## src/rtl/mix_columns_ctrl.sv

```systemverilog
// mix_columns_ctrl: AES (Inv)MixColumns over a 128-bit state, one output byte per cycle
// through a single shared GF(2^8) byte engine, with valid/ready handshakes on both sides.
`default_nettype none

module mix_columns_ctrl #(
  parameter bit INV_EN = 1'b1
) (
  input  logic         clk,
  input  logic         n_rst,
  input  logic         i_valid,
  output logic         o_ready,
  input  logic [127:0] i_state,
  input  logic         i_inverse,
  input  logic         i_clear,
  output logic         o_valid,
  input  logic         i_ready,
  output logic [127:0] o_state,
  output logic         o_busy
);

  typedef enum logic [1:0] {
    IDLE    = 2'd0,
    COMPUTE = 2'd1,
    DONE    = 2'd2
  } state_t;

  state_t       state_q;
  logic [3:0]   cnt_q;
  logic [127:0] src_q;
  logic [127:0] res_q;
  logic         mode_q;
  logic         ready_q;
  logic         valid_q;
  logic         busy_q;
  logic [7:0]   byte_d;

  function automatic logic [7:0] xtime(input logic [7:0] b);
    return {b[6:0], 1'b0} ^ (b[7] ? 8'h1B : 8'h00);
  endfunction

  function automatic logic [7:0] gmul(input logic [7:0] a, input logic [7:0] b);
    logic [7:0] p;
    logic [7:0] x;
    p = 8'h00;
    x = a;
    for (int i = 0; i < 8; i++) begin
      if (b[i]) p = p ^ x;
      x = xtime(x);
    end
    return p;
  endfunction

  function automatic logic [7:0] coef(input logic inv, input logic [1:0] idx);
    logic [7:0] c;
    case (idx)
      2'd0:    c = inv ? 8'h0E : 8'h02;
      2'd1:    c = inv ? 8'h0B : 8'h03;
      2'd2:    c = inv ? 8'h0D : 8'h01;
      default: c = inv ? 8'h09 : 8'h01;
    endcase
    return c;
  endfunction

  // Output byte (column idx[3:2], row idx[1:0]) of the column mix.
  function automatic logic [7:0] mix_byte(input logic [127:0] s, input logic [3:0] idx,
                                          input logic inv);
    logic [7:0] acc;
    logic [1:0] ci;
    acc = 8'h00;
    for (int k = 0; k < 4; k++) begin
      ci  = 2'(k) - idx[1:0];
      acc = acc ^ gmul(coef(inv, ci), s[{idx[3:2], 2'(k), 3'b000} +: 8]);
    end
    return acc;
  endfunction

  assign byte_d = mix_byte(src_q, cnt_q, mode_q);

  always_ff @(posedge clk or negedge n_rst) begin
    if (!n_rst) begin
      state_q <= IDLE;
      cnt_q   <= 4'd0;
      src_q   <= '0;
      res_q   <= '0;
      mode_q  <= 1'b0;
      ready_q <= 1'b1;
      valid_q <= 1'b0;
      busy_q  <= 1'b0;
    end else if (i_clear) begin
      // Abort keeps the stale result; it is only meaningful while o_valid is high.
      state_q <= IDLE;
      cnt_q   <= 4'd0;
      ready_q <= 1'b1;
      valid_q <= 1'b0;
      busy_q  <= 1'b0;
    end else begin
      case (state_q)
        IDLE: begin
          if (i_valid) begin
            state_q <= COMPUTE;
            src_q   <= i_state;
            mode_q  <= i_inverse & INV_EN;
            cnt_q   <= 4'd0;
            ready_q <= 1'b0;
            busy_q  <= 1'b1;
          end
        end
        COMPUTE: begin
          res_q[{cnt_q, 3'b000} +: 8] <= byte_d;
          cnt_q <= cnt_q + 4'd1;
          if (cnt_q == 4'd15) begin
            state_q <= DONE;
            valid_q <= 1'b1;
          end
        end
        DONE: begin
          if (i_ready) begin
            state_q <= IDLE;
            valid_q <= 1'b0;
            ready_q <= 1'b1;
            busy_q  <= 1'b0;
          end
        end
        default: begin
          state_q <= IDLE;
          ready_q <= 1'b1;
          valid_q <= 1'b0;
          busy_q  <= 1'b0;
        end
      endcase
    end
  end

  assign o_ready = ready_q;
  assign o_valid = valid_q;
  assign o_busy  = busy_q;
  assign o_state = res_q;

endmodule

`default_nettype wire

```

## config.mk

```make
export PLATFORM = sky130hd
export DESIGN_NAME = mix_columns_ctrl
export DESIGN_NICKNAME = d
export VERILOG_FILES = /design/src/rtl/mix_columns_ctrl.sv
export SDC_FILE = /design/constraint.sdc
export NUM_CORES = 1
export LEC_CHECK = 0
export BUFFER_PORTS_ARGS = -buffer_cell sky130_fd_sc_hd__buf_4
export CAP_MARGIN = 0
export CORE_MARGIN = 5
export CORE_UTILIZATION = 55
export CTS_CLUSTER_DIAMETER = 200
export CTS_CLUSTER_SIZE = 8
export DETAILED_ROUTE_END_ITERATION = 8
export PLACE_DENSITY = 0.8
export SLEW_MARGIN = 15
export SYNTH_ARGS = -nofsm -noshare
export SYNTH_HDL_FRONTEND = slang
export SYNTH_SLANG_ARGS = --single-unit
```

## constraint.sdc

```tcl
create_clock -name clk -period 7.9 [get_ports clk]
set_clock_uncertainty 0.2 [all_clocks]
set_input_delay 1.58 -clock clk [delete_from_list [all_inputs] [get_ports clk]]
set_output_delay 1.58 -clock clk [all_outputs]
set_load 0.01 [all_outputs]
```

# Word-level counts from Yosys, hierarchy flattened

Cells that the tools add are included.

Register bits after elaboration: 266
Input bits: 134
Logic and storage cells: 196

$add $sub $neg: 6
Eq/ne operators: 16
Shifts and indexed selects: 6
Muxes and demuxes: 88
Bitwise logic cells: 60
Reductions and logical operators: 12

Operators by type and width:

| cell                                                                    | number |
|---|---|
| 128-bit by 8-bit indexed part select with 8-bit output                  | 4 |
| 8-bit 2-to-1 mux                                                        | 32 |
| 8-bit XOR                                                               | 31 |
| 8-bit by 5-bit XOR with 8-bit output                                    | 28 |
| 5-bit 2-to-1 mux                                                        | 28 |
| 128-bit bitwise mux                                                     | 1 |
| 8-bit by 9-bit variable shift with 128-bit output, first input constant | 1 |
| 8-bit by 9-bit indexed part select with 128-bit output                  | 1 |
| 4-bit one-hot mux with 3 select lines                                   | 3 |
| 4-bit 2-to-1 mux                                                        | 6 |
| 8-bit one-hot mux with 3 select lines                                   | 1 |
| 3-bit AND reduction                                                     | 4 |
| 2-bit by 1-bit == test with 1-bit output, second input constant         | 5 |
| 2-bit == test, second input constant                                    | 5 |
| 2-bit logical NOT                                                       | 5 |
| 3-bit != test, second input constant                                    | 3 |
| 7-bit negation with 9-bit output                                        | 1 |
| 1-bit one-hot mux with 3 select lines                                   | 3 |
| 1-bit 2-to-1 mux                                                        | 8 |
| 2-bit 2-to-1 mux                                                        | 4 |
| 4-bit one-hot mux with 2 select lines                                   | 1 |
| 2-bit one-hot mux with 3 select lines                                   | 1 |
| 4-bit by 1-bit adder with 4-bit output, second input constant           | 1 |
| 4-bit == test, second input constant                                    | 1 |
| 6 further kinds                                                         | 10 |

# Logic depth before layout (Yosys ltp)

Gate-level depths: netlist of run 1.

Depth after elaboration: 24
Gate-level depth with buffers: 13
Depth with buffers taken out: 10

# Worst setup path after synthesis of run 1

Ideal clock, no wire load.

Path kind: register to register
Start point: register cnt_q[0]
End point: register res_q[123], in the netlist o_state[123]
Library setup time: 0.138 ns
Arrival: 3.215 ns
Required time: 7.562 ns
Path slack: 4.347 ns
Stages on the path, launching flop included: 14
Buffers on the path: 3
Cell sequence: dfrtp_1 > clkinv_1 > ha_1 > clkbuf_1 > o21ba_2 > clkbuf_1 > nand2_1 > xnor2_1 > xnor3_1 > xnor2_2 > xnor3_1 > xnor2_2 > buf_6 > o31ai_4

Cells in the longest elaborated chain, start to end: 23

Ends and longest elaborated chain:

| what                                                                                                  | RTL line | text |
|---|---|---|
| from (decl)                                                                                           | 28       | `logic [3:0] cnt_q;` |
| from (signal assigned)                                                                                | 110      | `cnt_q <= cnt_q + 4'd1;` |
| 1-bit by 2-bit subtractor with 2-bit output                                                           | 71       | `ci = 2'(k) - idx[1:0];` |
| 2-bit == test, or another cell as far along                                                           | 55       | `case (idx)` |
| 8-bit one-hot mux with 3 select lines / 4-bit one-hot mux with 3 select lines (equally long branches) | 55       |  |
| 8-bit 2-to-1 mux / 8-bit by 5-bit XOR with 8-bit output (equally long branches)                       | 47, 38   |  |
| 8-bit XOR                                                                                             | 47       | `if (b[i]) p = p ^ x;` |
| 8-bit 2-to-1 mux                                                                                      | 47       |  |
| 8-bit XOR                                                                                             | 47       |  |
| 8-bit 2-to-1 mux                                                                                      | 47       |  |
| [... 5 more ...]                                                                                      | -        |  |
| 8-bit 2-to-1 mux                                                                                      | 47       |  |
| 8-bit XOR                                                                                             | 47       |  |
| 8-bit 2-to-1 mux                                                                                      | 47       |  |
| 8-bit XOR                                                                                             | 47       |  |
| 8-bit 2-to-1 mux                                                                                      | 47       |  |
| 8-bit XOR (3 in a row)                                                                                | 72       | `acc = acc ^ gmul(coef(inv, ci), s[{idx[3:2], 2'(k), 3'b000} +: 8]);` |
| 8-bit by 9-bit indexed part select with 128-bit output                                                | 109      | `res_q[{cnt_q, 3'b000} +: 8] <= byte_d;` |
| 128-bit bitwise mux (*)                                                                               | 109      |  |
| to (signal, indexed assignment)                                                                       | 109      |  |
| to (decl)                                                                                             | 30       | `logic [127:0] res_q;` |

Every way passes the cells marked *; elsewhere a longest branch is shown, timed or not.
A chain may end at the register's enable or synchronous reset.

# Worst setup path after layout of run 1

Start point: register cnt_q[0]
End point: register res_q[52], in the netlist o_state[52]

Same word-level chain as after synthesis.

==> results of run 1 <==
[layer usage]
layer	track usage	vias to the layer above	wire length, um
met5	0	-	0
met4	0.0594	0	560
met3	0.0731	46	3160
met2	0.410	386	16200
met1	0.334	4585	13800
li1	-	4223	-
[logic make-up (layout without fill, tap and decap cells)]
kind of cell | Yosys count | in the layout | share of synthesized area
flops | 266 | 266 | 0.506
buf+inv | 70 | 328 | 0.0245
compound gates | 126 | 126 | 0.0637
simple gates | 288 | 288 | 0.103
fa+ha+maj | 7 | 7 | 0.00666
mux | 194 | 194 | 0.195
xor+xnor | 125 | 125 | 0.101
[worst max path at each step]
stage,start,endpoint,slack [ns],cells past startpoint
floorplan,cnt_q[0],o_state[123],4.35,13
global placement,cnt_q[0],o_state[97],3.42,9
detailed placement,cnt_q[0],o_state[75],3.22,11
CTS,cnt_q[0],o_state[52],3.16,9
global route,cnt_q[0],o_state[53],2.84,9
finish,cnt_q[0],o_state[52],3.11,9
[sequential cells by signal, summed over array words and instances, names as in the netlist]
signal,count
o_ready,1
mode_q,1
o_busy,1
o_valid,1
state_q,2
src_q,128
cnt_q,4
o_state,128
[final cells by class]
type | count | area (um^2) | share of cell area
Clock buffer | 50 | 1040 | 0.0634
Clock inverter | 3 | 33.8 | 0.00206
Inverter | 4 | 15.0 | 0.000917
Multi-Input combinational cell | 740 | 6180 | 0.377
Sequential cell | 266 | 6660 | 0.407
Tap cell | 319 | 399 | 0.0244
Timing Repair Buffer | 271 | 2050 | 0.125
[Yosys cell counts (all sizes together), types with 3 or more instances]
| library cell | n | area [um^2] |
|---|---|---|
| nand2 | 163 | 612 |
| o31ai | 40 | 324 |
| inv | 3 | 11.3 |
| nand3 | 14 | 70.1 |
| mux4 | 34 | 766 |
| dfrtp | 265 | 6630 |
| nor2b | 36 | 225 |
| o21ai | 66 | 360 |
| buf | 16 | 119 |
| nor2 | 22 | 82.6 |
| mux2i | 6 | 60.1 |
| and2 | 3 | 18.8 |
| xnor2 | 94 | 891 |
| xnor3 | 12 | 270 |
| nand2b | 16 | 100 |
| nor3 | 9 | 45.0 |
| ha | 7 | 87.6 |
| nor3b | 16 | 131 |
| a21oi | 9 | 45.0 |
| xor2 | 19 | 166 |
| mux2 | 154 | 1730 |
| clkbuf | 50 | 188 |
[metrics by stage]
step	cell area (um^2)	util	worst slack (ns)
after detailed placement	15300	0.652	3.22
after global routing	16400	0.698	2.84
after floorplan	13100	-	4.35
after CTS	16400	0.698	3.16
final	16400	0.698	3.11
after global placement	15300	0.652	3.42
[power groups by stage]
stage / registers, mW / logic (mW) / clock network, mW
final: 1.63 / 1.80 / 1.47
after global routing: 1.65 / 1.91 / 1.55
after CTS: 1.63 / 1.79 / 1.49
after detailed placement: 1.65 / 1.78 / 0
after global placement: 1.64 / 1.76 / 0
after floorplan: 1.62 / 1.25 / 0
[critical path, delay by kind of cell (launching register included)]
kind | cells | cell delay (ns)
xor+xnor | 5 | 1.66
fa+ha+maj | 1 | 0.93
flops | 1 | 0.74
buf+inv | 1 | 0.48
mux | 1 | 0.29
compound gates | 1 | 0.29
==> results.py, run 1 <==
metrics = {
    "cells_and_area": {
        "syn_to_final_growth_pct": 24.6,
        "layout_common_cells": "buf_4 (269), dfrtp_1 (263), nand2_1 (163), mux2_2 (154), xnor2_1 (84)",
        "n_antenna_cell": 0,
        "nNetsFinal": 1463,
        "nFillCells": 1658,
        "finalNonFillerCells": 1653,
        "final_common_cell": "buf_4",
        "layout-drive-gt1-share": 0.400,
    },
    "floorplanning": {
        "dieArea_um2": 27100,
        "start_util": 0.560,
        "die_height_um": 165,
        "core_um2": 23500,
        "ios": 265,
        "num_rows": 56,
        "fp.dieW_um": 165,
    },
    "worst_setup_path": {
        "regToRegStartpoint": "cnt_q[0]",
        "slowest_stage": "ha_1",
        "crit_path_max_incr_delay_ns": 0.93,
        "reg2reg_to": "o_state[52]",
        "worstPathArrival_ns": 4.92,
        "path_max_fanout": 18,
        "crit_chain": "clkinv_1, ha_1, xnor2_1, mux2i_1, xor2_1, xnor2_1, xnor2_2, xnor2_2, o21ai_0",
        "end_kind": "flip-flop",
        "cp_data_required_time_ns": 8.03,
        "r2r_slack_ns": 3.11,
        "cp-start-kind": "flip-flop",
        "r2r_cells": 9,
        "path_class": "flip-flop to flip-flop",
    },
    "synthesis": {
        "yosysWarnings": 0,
        "ys_ff_latch": 266,
        "synth_area_um2": 13100,
        "synth-edff-count": 0,
        "ys_dominant_reg_cell": "dfrtp_1",
        "yosysUniqueCellTypes": 49,
        "avgSynthCellArea_um2": 12.2,
        "async_reset_ff_frac": 1.00,
        "synth_nets": 1217,
        "ys_seq_area_frac": 0.506,
        "syn_inst": 1076,
    },
    "grt": {
        "grt_max_degree": 152,
        "grt_first_pass_wirelength_um": 53300,
        "grt_usage": 0.250,
        "antenna_found_initial": 0,
        "grt_pass1_vias": 9631,
        "gr-total-overflow": 0,
    },
    "timing": {
        "setup_viol": 0,
        "timing.fmax_mhz": 209,
        "whs_ns": 0.277,
        "slew_headroom": 0.230,
        "hold_viol_final": 0,
        "setup-tns-final_ns": 0,
        "drv_slew": 0,
        "period_minus_slack_ns": 4.79,
        "max_slew.worst_pin.slew_ns": 1.15,
        "rsz0062_at_grt": "false",
        "fin_crit_sh": 0.607,
    },
    "placement": {
        "dp_hpwl_um": 23700,
        "port_buffers": 264,
        "place_congestion": 0.936,
        "place_inst": 1600,
    },
    "power": {
        "pwr-share-seq": 0.333,
        "power.switching_mw": 1.74,
        "intPower_mw": 3.16,
        "powerDensity_nw_per_um2": 299,
        "finalPower_mw": 4.90,
        "swShare": 0.354,
        "pwr-share-clk": 0.299,
        "peakVddDrop_mv": 0.266,
        "p_leak_nw": 7.41,
        "combPwrFrac": 0.368,
    },
    "worst_hold_path": {
        "min_from": "o_state[107]",
        "holdPathEnd": "o_state[107]",
        "holdPathStages": 2,
        "hp-class": "flip-flop to flip-flop",
    },
    "cts": {
        "cts_max_level": 2,
        "cts_buffers": 39,
        "cts-root-buf": "clkbuf_16",
        "clockBufferDepth": 3,
        "cts_sinks": 266,
        "cts_tree": "yes",
        "post_cts_resized": 0,
        "clk_pin_slew_worst_paths_ns": 0.05,
        "postCtsHoldBufs": 0,
        "cts_setup_buffers": 0,
        "clk_latency_ns": 0.51,
    },
    "route": {
        "dr.pass1.iters": 7,
        "vias": 9240,
        "ant_nets": 0,
        "wl_per_cell_um": 20.4,
        "drc": 0,
        "drt_iter0_markers": 584,
        "drt_wl_total_um": 33700,
        "viasPerCell": 5.59,
    },
    "outcome": {
        "outcome": "complete, no violations",
    },
    "run": {
        "cap_violations": 0,
    },
}
Note: power is estimated with default switching activity, not from simulation.
==> run 2: changes to the inputs <==
==> constraint.sdc (replaced) <==
create_clock -name clk -period 4.68 [get_ports clk]
set_clock_uncertainty 0.2 [all_clocks]
set_input_delay 0.936 -clock clk [delete_from_list [all_inputs] [get_ports clk]]
set_output_delay 0.936 -clock clk [all_outputs]
set_load 0.01 [all_outputs]
==> run 2 against run 1 <==
Compared with the run above: register-to-register slack got worse by 2.6 ns; maximum frequency increased by 15%; global-route usage increased by 0.39 points; non-clock buffer count increased by 10; combinational power increased by 76%; largest power group unchanged.
==> results.py, run 2 (same netlist as run 1, synthesis figures left out) <==
metrics = {
    "power": {
        "peakVddDrop_mv": 0.721,
        "powerDensity_nw_per_um2": 506,
        "p_leak_nw": 7.45,
    },
    "cts": {
        "post_cts_resized": 0,
        "cts-root-buf": "clkbuf_16",
        "clockBufferDepth": 3,
        "cts_tree": "yes",
        "cts_max_level": 2,
        "clk_pin_slew_worst_paths_ns": 0.05,
        "cts_setup_buffers": 0,
        "cts_sinks": 266,
        "postCtsHoldBufs": 0,
        "clk_latency_ns": 0.51,
        "cts_buffers": 39,
    },
    "floorplanning": {
        "num_rows": 56,
        "ios": 265,
        "fp.dieW_um": 165,
        "die_height_um": 165,
        "start_util": 0.560,
        "dieArea_um2": 27100,
        "core_um2": 23500,
    },
    "timing": {
        "drv_slew": 0,
        "rsz0062_at_grt": "false",
        "slew_headroom": 0.273,
        "hold_viol_final": 0,
        "max_slew.worst_pin.slew_ns": 1.09,
        "period_minus_slack_ns": 4.18,
        "setup_viol": 0,
        "setup-tns-final_ns": 0,
        "fin_crit_sh": 0.893,
        "timing.fmax_mhz": 239,
        "whs_ns": 0.276,
    },
    "worst_setup_path": {
        "path_class": "flip-flop to flip-flop",
        "cp_data_required_time_ns": 4.83,
        "reg2reg_to": "o_state[116]",
        "worstPathArrival_ns": 4.32,
        "cp-start-kind": "flip-flop",
        "startpoint": "cnt_q[1]",
        "path_max_fanout": 16,
        "r2r_cells": 10,
        "r2r_slack_ns": 0.50,
        "regToRegStartpoint": "cnt_q[1]",
        "end_kind": "flip-flop",
    },
    "worst_hold_path": {
        "holdPathEnd": "o_state[45]",
        "hp-class": "flip-flop to flip-flop",
        "min_from": "o_state[45]",
        "holdPathStages": 2,
    },
    "route": {
        "drt_iter0_markers": 629,
        "wl_per_cell_um": 20.5,
        "drc": 0,
        "drt_wl_total_um": 34000,
        "dr.pass1.iters": 5,
        "viasPerCell": 5.68,
        "vias": 9416,
        "ant_nets": 0,
    },
    "placement": {
        "place_congestion": 0.938,
        "dp_hpwl_um": 24300,
        "port_buffers": 264,
    },
    "cells_and_area": {
        "n_antenna_cell": 0,
        "final_common_cell": "buf_4",
        "nFillCells": 1662,
        "layout-drive-gt1-share": 0.405,
        "layout_common_cells": "buf_4 (276), dfrtp_1 (263), nand2_1 (163), mux2_2 (154), xnor2_1 (84)",
        "nNetsFinal": 1473,
        "syn_to_final_growth_pct": 25.2,
    },
    "grt": {
        "gr-total-overflow": 0,
        "grt_pass1_vias": 9703,
        "antenna_found_initial": 0,
        "grt_usage": 0.254,
        "grt_first_pass_wirelength_um": 53900,
        "grt_max_degree": 131,
    },
    "outcome": {
        "outcome": "complete, no violations",
    },
    "run": {
        "cap_violations": 0,
    },
}
-- run 2: changes by cell type in the layout (fill, tap and decap cells not counted) --
cell	previous run	this run
inv_6	1	0
clkinv_8	1	2
clkbuf_16	40	39
clkbuf_1	10	6
buf_12	1	4
buf_4	269	276
-- run 2: how the worst max path moves through the flow --
stage	end	slack, ns	depth (start not counted)
6_report	o_state[116]	0.50	10
5_1_grt	o_state[100]	0.28	10
4_1_cts	o_state[68]	0.53	10
3_5_place_dp	o_state[68]	0.56	10
3_3_place_gp	o_state[52]	0.64	10
2_1_floorplan	o_state[123]	1.13	13
-- run 2: area by class of cell --
cell class,instances,area [um^2],share of cell area
inverter,4,15.0,0.000912
clock buffer,45,998,0.0607
sequential,266,6660,0.405
multi-input combinational,740,6180,0.375
clock inverter,3,41.3,0.00251
timing repair buffer,281,2170,0.132
tap,319,399,0.0242
-- run 2: per-layer routing --
| metal | part of all wire | vias to the layer above | track usage |
|---|---|---|---|
| met5 | 0 | - | 0 |
| met3 | 0.085 | 61 | 0.0591 |
| met2 | 0.49 | 375 | 0.415 |
| met1 | 0.41 | 4731 | 0.346 |
| met4 | 0.022 | 0 | 0.0711 |
| li1 | - | 4249 | - |
-- run 2: per-stage QoR --
stage          setup slack [ns]  power, mW  utilization  area (um^2)  cells
2_1_floorplan              1.13       4.86            -        13100   1076
6_report                  0.502       8.34        0.701        16500   1658
3_3_place_gp              0.644       5.85        0.657        15400   1610
4_1_cts                   0.535       8.40        0.701        16500   1658
3_5_place_dp              0.556       5.94        0.657        15400   1610
5_1_grt                   0.279       8.74        0.701        16500   1658
-- run 2: report_power, final --
part	switching, mW	internal, mW
Sequential	0.167	2.58
Combinational	1.88	1.28
Clock	0.941	1.49
Total	2.99	5.34
-- run 2: worst max-delay path, stage by stage, from the launching register on --
cell and delay [ns]:
dfrtp_1 0.53, inv_1 0.14, ha_1 0.34, o21ai_2 0.62
nor3b_1 0.14, xnor3_1 0.39, xnor3_1 0.34, nand2_1 0.09
xnor2_1 0.14, xnor2_2 0.86, o21ai_0 0.23
==> run 3: changes to the inputs <==
==> constraint.sdc (replaced) <==
create_clock -name clk -period 4.68 [get_ports clk]
set_clock_uncertainty 0.2 [all_clocks]
set_input_delay 0.234 -clock clk [delete_from_list [all_inputs] [get_ports clk]]
set_output_delay 0.234 -clock clk [all_outputs]
set_load 0.01 [all_outputs]
==> run 3 against run 2 <==
Compared with the run above: first-iteration DRC count is 23% higher; routed wire length is 16% higher; sequential power hardly changed; die area stayed put; sequential share of layout area is 3.1 points lower; power is 2.2% higher; largest cell class unchanged.
==> results.py, run 3 (same netlist as run 1, synthesis figures left out) <==
metrics = {
    "worst_setup_path": {
        "startpoint": "cnt_q[0]",
        "cp-start-kind": "flip-flop",
        "end_kind": "flip-flop",
        "worstPathArrival_ns": 4.36,
        "path_class": "flip-flop to flip-flop",
        "cp_data_required_time_ns": 4.81,
        "regToRegStartpoint": "cnt_q[0]",
        "path_max_fanout": 16,
    },
    "route": {
        "drc": 0,
        "wl_per_cell_um": 22.0,
        "viasPerCell": 5.67,
        "ant_nets": 0,
        "drt_iter0_markers": 776,
        "vias": 10200,
        "dr.pass1.iters": 5,
        "drt_wl_total_um": 39500,
    },
    "floorplanning": {
        "ios": 265,
        "die_height_um": 165,
        "num_rows": 56,
        "start_util": 0.560,
        "dieArea_um2": 27100,
        "core_um2": 23500,
        "fp.dieW_um": 165,
    },
    "timing": {
        "fin_crit_sh": 0.905,
        "timing.fmax_mhz": 236,
        "period_minus_slack_ns": 4.24,
        "max_slew.worst_pin.slew_ns": 1.12,
        "setup_viol": 0,
        "drv_slew": 0,
        "rsz0062_at_grt": "false",
        "setup-tns-final_ns": 0,
        "slew_headroom": 0.246,
        "hold_viol_final": 0,
    },
    "placement": {
        "placed_area_um2": 15400,
        "dp_hpwl_um": 24200,
        "port_buffers": 264,
        "place_congestion": 0.892,
    },
    "cts": {
        "cts_setup_buffers": 0,
        "post_cts_resized": 0,
        "clockBufferDepth": 3,
        "cts_tree": "yes",
        "postCtsHoldBufs": 133,
        "cts_buffers": 39,
        "cts_sinks": 266,
        "cts_max_level": 2,
        "clk_pin_slew_worst_paths_ns": 0.05,
        "cts-root-buf": "clkbuf_16",
        "clk_latency_ns": 0.51,
    },
    "cells_and_area": {
        "final_area_um2": 17800,
        "final_common_cell": "buf_4",
        "nNetsFinal": 1607,
        "layout_common_cells": "buf_4 (278), dfrtp_1 (263), nand2_1 (163), mux2_2 (154), dlygate4sd3_1 (133)",
        "syn_to_final_growth_pct": 35.5,
        "layout-drive-gt1-share": 0.369,
    },
    "grt": {
        "antenna_found_initial": 1,
        "grt_usage": 0.293,
        "grt_max_degree": 131,
        "gr-total-overflow": 0,
        "grt_first_pass_wirelength_um": 61500,
        "grt_pass1_vias": 10800,
    },
    "power": {
        "finalPower_mw": 8.52,
        "peakVddDrop_mv": 0.650,
        "p_leak_nw": 8.02,
        "powerDensity_nw_per_um2": 478,
    },
    "worst_hold_path": {
        "hp-class": "input port to async pin",
    },
    "outcome": {
        "outcome": "complete, no violations",
    },
    "run": {
        "cap_violations": 0,
    },
}
## run 3: final cells by class
| class | count | area (um^2) |
|---|---|---|
| multi-input combinational | 740 | 6180 |
| clock buffer | 48 | 1030 |
| clock inverter | 3 | 33.8 |
| tap | 319 | 399 |
| fill | 1473 | 5660 |
| inverter | 4 | 15.0 |
| sequential | 266 | 6660 |
| antenna | 1 | 2.50 |
| timing repair buffer | 415 | 3490 |
## run 3: routing by layer
layer / part of all wire / vias to the layer above / global-route usage
met2: 0.50 / 471 / 0.499
li1: - / 4507 / -
met3: 0.075 / 101 / 0.0586
met4: 0.033 / 0 / 0.104
met1: 0.39 / 5104 / 0.376
met5: 0 / - / 0
## run 3: final timing paths
kind	end	slack, ns	depth (start not counted)
worst max-delay path	o_state[116]	0.44	9
worst min-delay path	o_state[104]	0.16	2
worst max register to register	o_state[116]	0.44	9
worst min register to register	o_state[78]	0.28	2
max in group asynchronous	o_state[81]	2.97	3
min in group clk	o_state[78]	0.28	2
## run 3: power by group
part / switching, mW / internal (mW)
combinational: 1.88 / 1.35
clock: 0.983 / 1.53
sequential: 0.195 / 2.58
## run 3: critical path, cell delays in order (launching register included)
cell	delay [ns]
dfrtp_1	0.34
clkinv_1	0.28
ha_1	0.84
nand2b_1	0.20
xnor2_1	0.14
xnor3_1	0.46
xnor2_1	0.31
xnor2_1	0.15
xnor2_2	0.87
o21ai_0	0.24
## run 3: per-stage QoR
step                setup WS, ns  hold slack [ns]  cells   util
global route               0.411            0.234   1796  0.759
global placement           0.574            0.140   1611  0.657
floorplan                   1.13           -0.262   1076      -
detailed placement         0.578            0.138   1611  0.657
CTS                        0.520            0.220   1795  0.759
finish                     0.444            0.159   1796  0.759
